`src/rtl/apb_pkg.sv`:
```
// Shared APB master types: FSM state encoding and default bus widths.
package apb_pkg;

   localparam int ADDR_W_DEF = 8;
   localparam int DATA_W_DEF = 8;

   typedef enum logic [1:0] {
      IDLE   = 2'd0,
      SETUP  = 2'd1,
      ACCESS = 2'd2
   } apb_state_e;

endpackage

```
`src/rtl/apb_master_wdog.sv`:
```
// ACCESS-phase watchdog: counts wait cycles, flags the final allowed one.
module apb_master_wdog #(
   parameter int TIMEOUT_CYCLES = 16
) (
   input  logic clk,
   input  logic rst,
   input  logic clear,
   input  logic count_en,
   output logic expired
);

   localparam int CW = $clog2(TIMEOUT_CYCLES + 1);

   logic [CW-1:0] r_cnt;

   always_ff @(posedge clk or posedge rst) begin
      if (rst) begin
         r_cnt <= '0;
      end else if (clear) begin
         r_cnt <= '0;
      end else if (count_en) begin
         r_cnt <= r_cnt + CW'(1);
      end
   end

   // Combinational so the FSM leaves ACCESS on the Nth low cycle itself
   assign expired = count_en && (r_cnt == CW'(TIMEOUT_CYCLES - 1));

endmodule

```
`src/rtl/apb_master.sv`:
```
// APB master: local cmd/rsp handshake to an APB3 bus.
// Optional ACCESS timeout enabled by defining APB_MASTER_TIMEOUT_EN.
module apb_master
   import apb_pkg::*;
#(
   parameter int ADDR_W         = ADDR_W_DEF,
   parameter int DATA_W         = DATA_W_DEF,
   parameter int TIMEOUT_CYCLES = 16
) (
   input  logic              pclk,
   input  logic              preset,
   input  logic              cmd_valid,
   output logic              cmd_ready,
   input  logic              cmd_write,
   input  logic [ADDR_W-1:0] cmd_addr,
   input  logic [DATA_W-1:0] cmd_wdata,
   output logic              rsp_valid,
   output logic [DATA_W-1:0] rsp_rdata,
   output logic              rsp_err,
   output logic              pselx,
   output logic              penable,
   output logic              pwrite,
   output logic [ADDR_W-1:0] paddr,
   output logic [DATA_W-1:0] pwdata,
   input  logic [DATA_W-1:0] prdata,
   input  logic              pready
);

   if (TIMEOUT_CYCLES < 1) begin : g_bad_timeout
      $error("apb_master: TIMEOUT_CYCLES must be at least 1");
   end

   apb_state_e        r_state;
   apb_state_e        w_next;
   logic              w_accept;
   logic              w_done;
   logic              w_tmo;
   logic              w_expired;
   logic              r_pwrite;
   logic [ADDR_W-1:0] r_paddr;
   logic [DATA_W-1:0] r_pwdata;
   logic [DATA_W-1:0] r_rdata;
   logic              r_rsp_valid;

`ifdef APB_MASTER_TIMEOUT_EN
   logic r_rsp_err;

   apb_master_wdog #(
      .TIMEOUT_CYCLES(TIMEOUT_CYCLES)
   ) u_wdog (
      .clk     (pclk),
      .rst     (preset),
      .clear   (r_state != ACCESS),
      .count_en((r_state == ACCESS) && !pready),
      .expired (w_expired)
   );

   always_ff @(posedge pclk or posedge preset) begin
      if (preset) begin
         r_rsp_err <= 1'b0;
      end else begin
         r_rsp_err <= w_tmo;
      end
   end

   assign rsp_err = r_rsp_err;
`else
   assign w_expired = 1'b0;
   assign rsp_err   = 1'b0;
`endif

   always_ff @(posedge pclk or posedge preset) begin
      if (preset) begin
         r_state <= IDLE;
      end else begin
         r_state <= w_next;
      end
   end

   always_comb begin
      w_next   = r_state;
      w_accept = 1'b0;
      w_done   = 1'b0;
      w_tmo    = 1'b0;
      unique case (r_state)
         IDLE: begin
            if (cmd_valid) begin
               w_accept = 1'b1;
               w_next   = SETUP;
            end
         end
         SETUP: begin
            w_next = ACCESS;
         end
         ACCESS: begin
            if (pready) begin
               w_done = 1'b1;
               w_next = IDLE;
            end else if (w_expired) begin
               w_tmo  = 1'b1;
               w_next = IDLE;
            end
         end
         default: begin
            w_next = IDLE;
         end
      endcase
   end

   always_ff @(posedge pclk or posedge preset) begin
      if (preset) begin
         r_pwrite    <= 1'b0;
         r_paddr     <= '0;
         r_pwdata    <= '0;
         r_rdata     <= '0;
         r_rsp_valid <= 1'b0;
      end else begin
         r_rsp_valid <= w_done || w_tmo;
         if (w_accept) begin
            r_pwrite <= cmd_write;
            r_paddr  <= cmd_addr;
            r_pwdata <= cmd_wdata;
         end
         if (w_done && !r_pwrite) begin
            r_rdata <= prdata;
         end
      end
   end

   assign cmd_ready = (r_state == IDLE);
   assign pselx     = (r_state != IDLE);
   assign penable   = (r_state == ACCESS);
   assign pwrite    = r_pwrite;
   assign paddr     = r_paddr;
   assign pwdata    = r_pwdata;
   assign rsp_valid = r_rsp_valid;
   assign rsp_rdata = r_rdata;

endmodule

```
`config.mk`:
```
export PLATFORM = sky130hd
export DESIGN_NAME = apb_master
export DESIGN_NICKNAME = d
export VERILOG_FILES = /design/src/rtl/apb_pkg.sv /design/src/rtl/apb_master_wdog.sv /design/src/rtl/apb_master.sv
export SDC_FILE = /design/constraint.sdc
export NUM_CORES = 1
export LEC_CHECK = 0
export ABC_AREA = 1
export BUFFER_PORTS_ARGS = -buffer_cell sky130_fd_sc_hd__buf_4
export CAP_MARGIN = 25
export CELL_PAD_IN_SITES_DETAIL_PLACEMENT = 1
export CELL_PAD_IN_SITES_GLOBAL_PLACEMENT = 2
export CORE_AREA = 4 4 77 79
export CTS_CLUSTER_DIAMETER = 50
export CTS_CLUSTER_SIZE = 25
export DETAILED_ROUTE_END_ITERATION = 7
export DIE_AREA = 0 0 81 83
export PLACE_DENSITY_LB_ADDON = 0.1
export SYNTH_ARGS = -nofsm -noshare
export SYNTH_HDL_FRONTEND = slang
export SYNTH_SLANG_ARGS = --single-unit
```
`constraint.sdc`:
```
create_clock -name pclk -period 1.2 [get_ports pclk]
set_clock_uncertainty 0.1 [all_clocks]
set_input_delay 0.18 -clock pclk [delete_from_list [all_inputs] [get_ports pclk]]
set_output_delay 0.18 -clock pclk [all_outputs]
set_load 0.005 [all_outputs]
```
# Word level (Yosys, flattened, before mapping)
# Cells that the tools add are included.
[totals] regBits=28 output_inout_bits=30 word_cells=22
[op_classes] eq_ne=4 n_mux=7 reduce_logical=5
[ops] cell="case mux 2 bit (3 select lines)" count=1
[ops] cell="2-to-1 mux 1 bit" count=4
[ops] cell="2-to-1 mux 2 bit" count=2
[ops] cell="equality test 2 x 1 -> 1 bit, second input constant" count=1
[ops] cell="equality test 2 bit, second input constant" count=1
[ops] cell="logical NOT 2 bit" count=1
[ops] cell="!= test 2 x 1 -> 1 bit, second input constant" count=1
[ops] cell="!= test 2 bit, second input constant" count=1
[ops] cell="AND reduction 2 bit" count=1
[ops] cell="nonzero test 2 bit" count=1
[ops] cell="logical AND 1 bit" count=1
[ops] cell="logical NOT 1 bit" count=1

# Longest topological paths before layout
[depth] word_depth=3 mapped_depth=6

# Worst setup path before layout
# OpenSTA, ideal clock, no wires.
[synth_timing] path_kind="reg2reg" startpoint="register r_state[0]" endpoint="register r_pwrite, in the netlist pwrite" t_arrival_ns=0.957 path_buffers=1 slack_ns=0.027 setup_time_ns=0.116 path_stages_with_launch=6 path_cell_list="dfrtp_1 -> nor2_4 -> nand2_4 -> buf_4 -> nand2_1 -> nand2_1"
[synth_via] elab_chain_cells=2
[synth_lines] item="start: declaration" line="apb_master.sv:33" source="apb_state_e r_state;"
[synth_lines] item="start signal: assignment" line="apb_master.sv:76" source="r_state <= w_next;"
[synth_lines] item="logical NOT 2 bit"
[synth_lines] item="net cmd_ready" line="apb_master.sv:13" source="output logic cmd_ready,"
[synth_lines] item="2-to-1 mux 1 bit" line="apb_master.sv:85" source="unique case (r_state)"
[synth_lines] item="end signal: assignment" line="apb_master.sv:120" source="r_pwrite <= cmd_write;"
[synth_lines] item="end: declaration" line="apb_master.sv:39" source="logic r_pwrite;"
# The timed path passes the listed nets, and every way through them passes these cells.
# A chain may end at the register's enable or synchronous reset.

# Worst setup path in the final report
[layout_timing] startpoint="register r_state[0]" endpoint="output port pselx"
[layout_via] elab_chain_cells=1
[layout_lines] item="nonzero test 2 bit" line="apb_master.sv:131" source="assign pselx = (r_state != IDLE);"
[layout_lines] item="end: declaration" line="apb_master.sv:20" source="output logic pselx,"
# No other way between the ends.

==> impl_metrics.tcl <==
set metrics [dict create \
    run_status "finished, violations left" \
    violations "negative setup slack" \
    cts_tree "done" \
    p_leak_nw 1.08 \
    placed_cell_area_um2 1700 \
    grt_use_total_pct 10.8 \
    hold_start "cmd_addr[1]" \
    synthArstFlopShare_pct 100 \
    die_area_um2 6720 \
    place_congestion 0.707 \
    routed_via_density 4.01 \
    h-tree-depth 1 \
    syn-num-nets 151 \
    switching_share_pct 34.6 \
    power_switching_mw 1.56 \
    fin_crit_ns 1.36 \
    die_w_um 81 \
    maxSlewViolCount 0 \
    synth_area_um2 1130 \
    fp.coreArea_um2 5340 \
    finalNonFillerCells 280 \
    drc 0 \
    nNetsFinal 238 \
    r2r_start "r_state[0]" \
    hold_path_depth 3 \
    synth_top_flop_cell "dfrtp_1" \
    critPathKind "flip-flop to primary output" \
    crit_path_cell_trace "nor2_4 > buf_6 > inv_2 > buf_6" \
    cts_root_buf "clkbuf_8" \
    ant_nets 0 \
    clk_latency_ns 0.27 \
    antenna_found_initial 0 \
    wirelength_um 3590 \
    cp.required_ns 0.92 \
    cp_slowest_cell "dfrtp_1" \
    num-fill-cells 643 \
    drt_iter0_drc 16 \
    antenna_cells 0 \
    rrSetupSlack_ns -0.14 \
    rsz0062_at_grt "yes" \
    synth_edf_count 0 \
    area_growth_pct 79.6 \
    synth_area_per_cell_um2 9.27 \
    dp_slack_ns 0.0107 \
    r2r-end "pwdata[2]" \
    critPathMaxFanout 3 \
    hold_viol_final 0 \
    syn_inst 122 \
    power_frac_clock_pct 13.2 \
    p_int_mw 2.96 \
    clkSinkCount 28 \
    final_design_area_no_fill_um2 2030 \
    synth_seq_cells 28 \
    setup_viol 20 \
    critPathMaxStageDelay_ns 0.44 \
    seq_area_frac_synth_pct 61.9 \
    p_seq_share_pct 36.5 \
    min_delay_worst_endpoint "paddr[1]" \
    wl_per_cell_um 12.8 \
    grt_pass1_vias 1236 \
    grt_overflow 0 \
    yosys_warnings 0 \
    hold_class "primary input to flip-flop" \
    dpl.hpwl_um 2510 \
    port_buffers 57 \
    vias 1124 \
    clk_pin_slew_ns 0.10 \
    pwr-share-comb_pct 50.3 \
    cp.arrival_ns 1.08 \
    post-route-util_pct 38.1 \
    start_util_pct 21.2 \
    grt_pass1_wl_um 5820 \
    r2r_cells 7 \
    cts_max_path_buffers 2 \
    layout-drive-gt1-share_pct 45.2 \
    cap_violations 0 \
    fin_ws_ns -0.162 \
    power_mw 4.52 \
    synth.distinct_cells 16 \
    endpoint_kind "primary output" \
    cts_buffers 3 \
    irDropWorstVdd_mv 0.677 \
    dp_cells 255 \
    post-route-period-util_pct 114 \
    power.density_nw_per_um2 2220 \
    num_rows 27 \
    io_pins 59 \
    grt_start_max_net_pins 29 \
    max_freq_mhz 734 \
    firstDrtPassIters 2 \
    critPathLaunchType "flip-flop" \
    die-height_um 83 \
    critPathMostFrequentCell "buf_6" \
]
[metal layers]
layer | part of all wire (%) | global-route usage [%]
met1 | 40 | 12.8
met2 | 51 | 18.9
met3 | 7.9 | 2.82
met4 | 0.56 | 3.23
met5 | 0 | 0
[critical path: cells and delay by family, from the launching register on]
kind,cells,cell delay [ns]
buffers and inverters,3,0.24
and+or+nand+nor,1,0.13
DFF,1,0.44
[sequential cells by signal, indices dropped and copies added, names as in the netlist]
register   cells
paddr          8
pwdata         8
rsp_rdata      8
r_state        2
pwrite         1
rsp_valid      1
[cells in the mapped netlist, types with 2 or more instances]
cell / count / area, µm²
nand2_2: 4 / 25.0
nand4_1: 9 / 56.3
inv_1: 5 / 18.8
buf_4: 2 / 15.0
dfrtp_1: 28 / 701
nand2_1: 64 / 240
[stage by stage]
step           hold slack (ns)  setup TNS [ns]
6_report               0.00233           -2.44
5_1_grt                0.00330           -4.15
4_1_cts                0.00298          -0.881
3_5_place_dp             0.198               0
3_3_place_gp             0.182               0
2_1_floorplan            0.145               0
[worst max-delay path by stage]
stage | startpoint | cells past startpoint | slack [ns] | endpoint
2_1_floorplan | r_state[0] | 5 | 0.03 | pwrite
3_3_place_gp | r_state[0] | 5 | 0.07 | pwdata[3]
3_5_place_dp | r_state[0] | 5 | 0.01 | rsp_rdata[0]
4_1_cts | r_state[0] | 4 | -0.16 | pselx
5_1_grt | r_state[0] | 7 | -0.21 | pwdata[6]
6_report | r_state[0] | 4 | -0.16 | pselx
[final cells by class]
class	instances	area (µm²)	share of cell area (%)
clock buffers	4	55.1	2.71
multi-input cells	83	405	20.0
repair buffers	85	731	36.0
repair inverters	1	8.76	0.431
flip-flops and latches	28	701	34.5
inverters	7	41.3	2.03
well taps	72	90.1	4.43
[timing repair]
item                                   in CTS  in global routing
gates cloned                                0                  1
setup endpoints to repair                   4                 28
gates resized for setup                    11                 14
endpoints found under the hold margin      42                  0
hold buffers                               15                  0
pin swaps                                   2                  4
setup buffers                               4                  1
[cell usage in the layout (no fill, tap or decap), drive strengths merged]
cell type and n:
nor3 1, nand4 9, a21oi 1, nor2 2, nand2 69, dfrtp 28, conb 1, clkbuf 4
clkinv 2, buf 70, inv 6, dlygate4sd3 15
[kinds of logic (layout without fill, tap and decap cells)]
group	count (synthesis)	in the layout	share of synthesized area, %
buffers and inverters	11	97	5.86
and+or+nand+nor	81	81	31.4
other	1	1	0.332
DFF	28	28	61.9
AOI/OAI and AO/OA	1	1	0.442
[power by group through the flow]
stage | logic, mW | registers [mW] | clock network [mW]
floorplan | 0.712 | 1.67 | 0
global placement | 1.85 | 1.65 | 0
detailed placement | 1.90 | 1.66 | 0
CTS | 2.19 | 1.64 | 0.627
global route | 2.52 | 1.71 | 0.665
finish | 2.27 | 1.65 | 0.595
(Power assumes the default switching activity.)
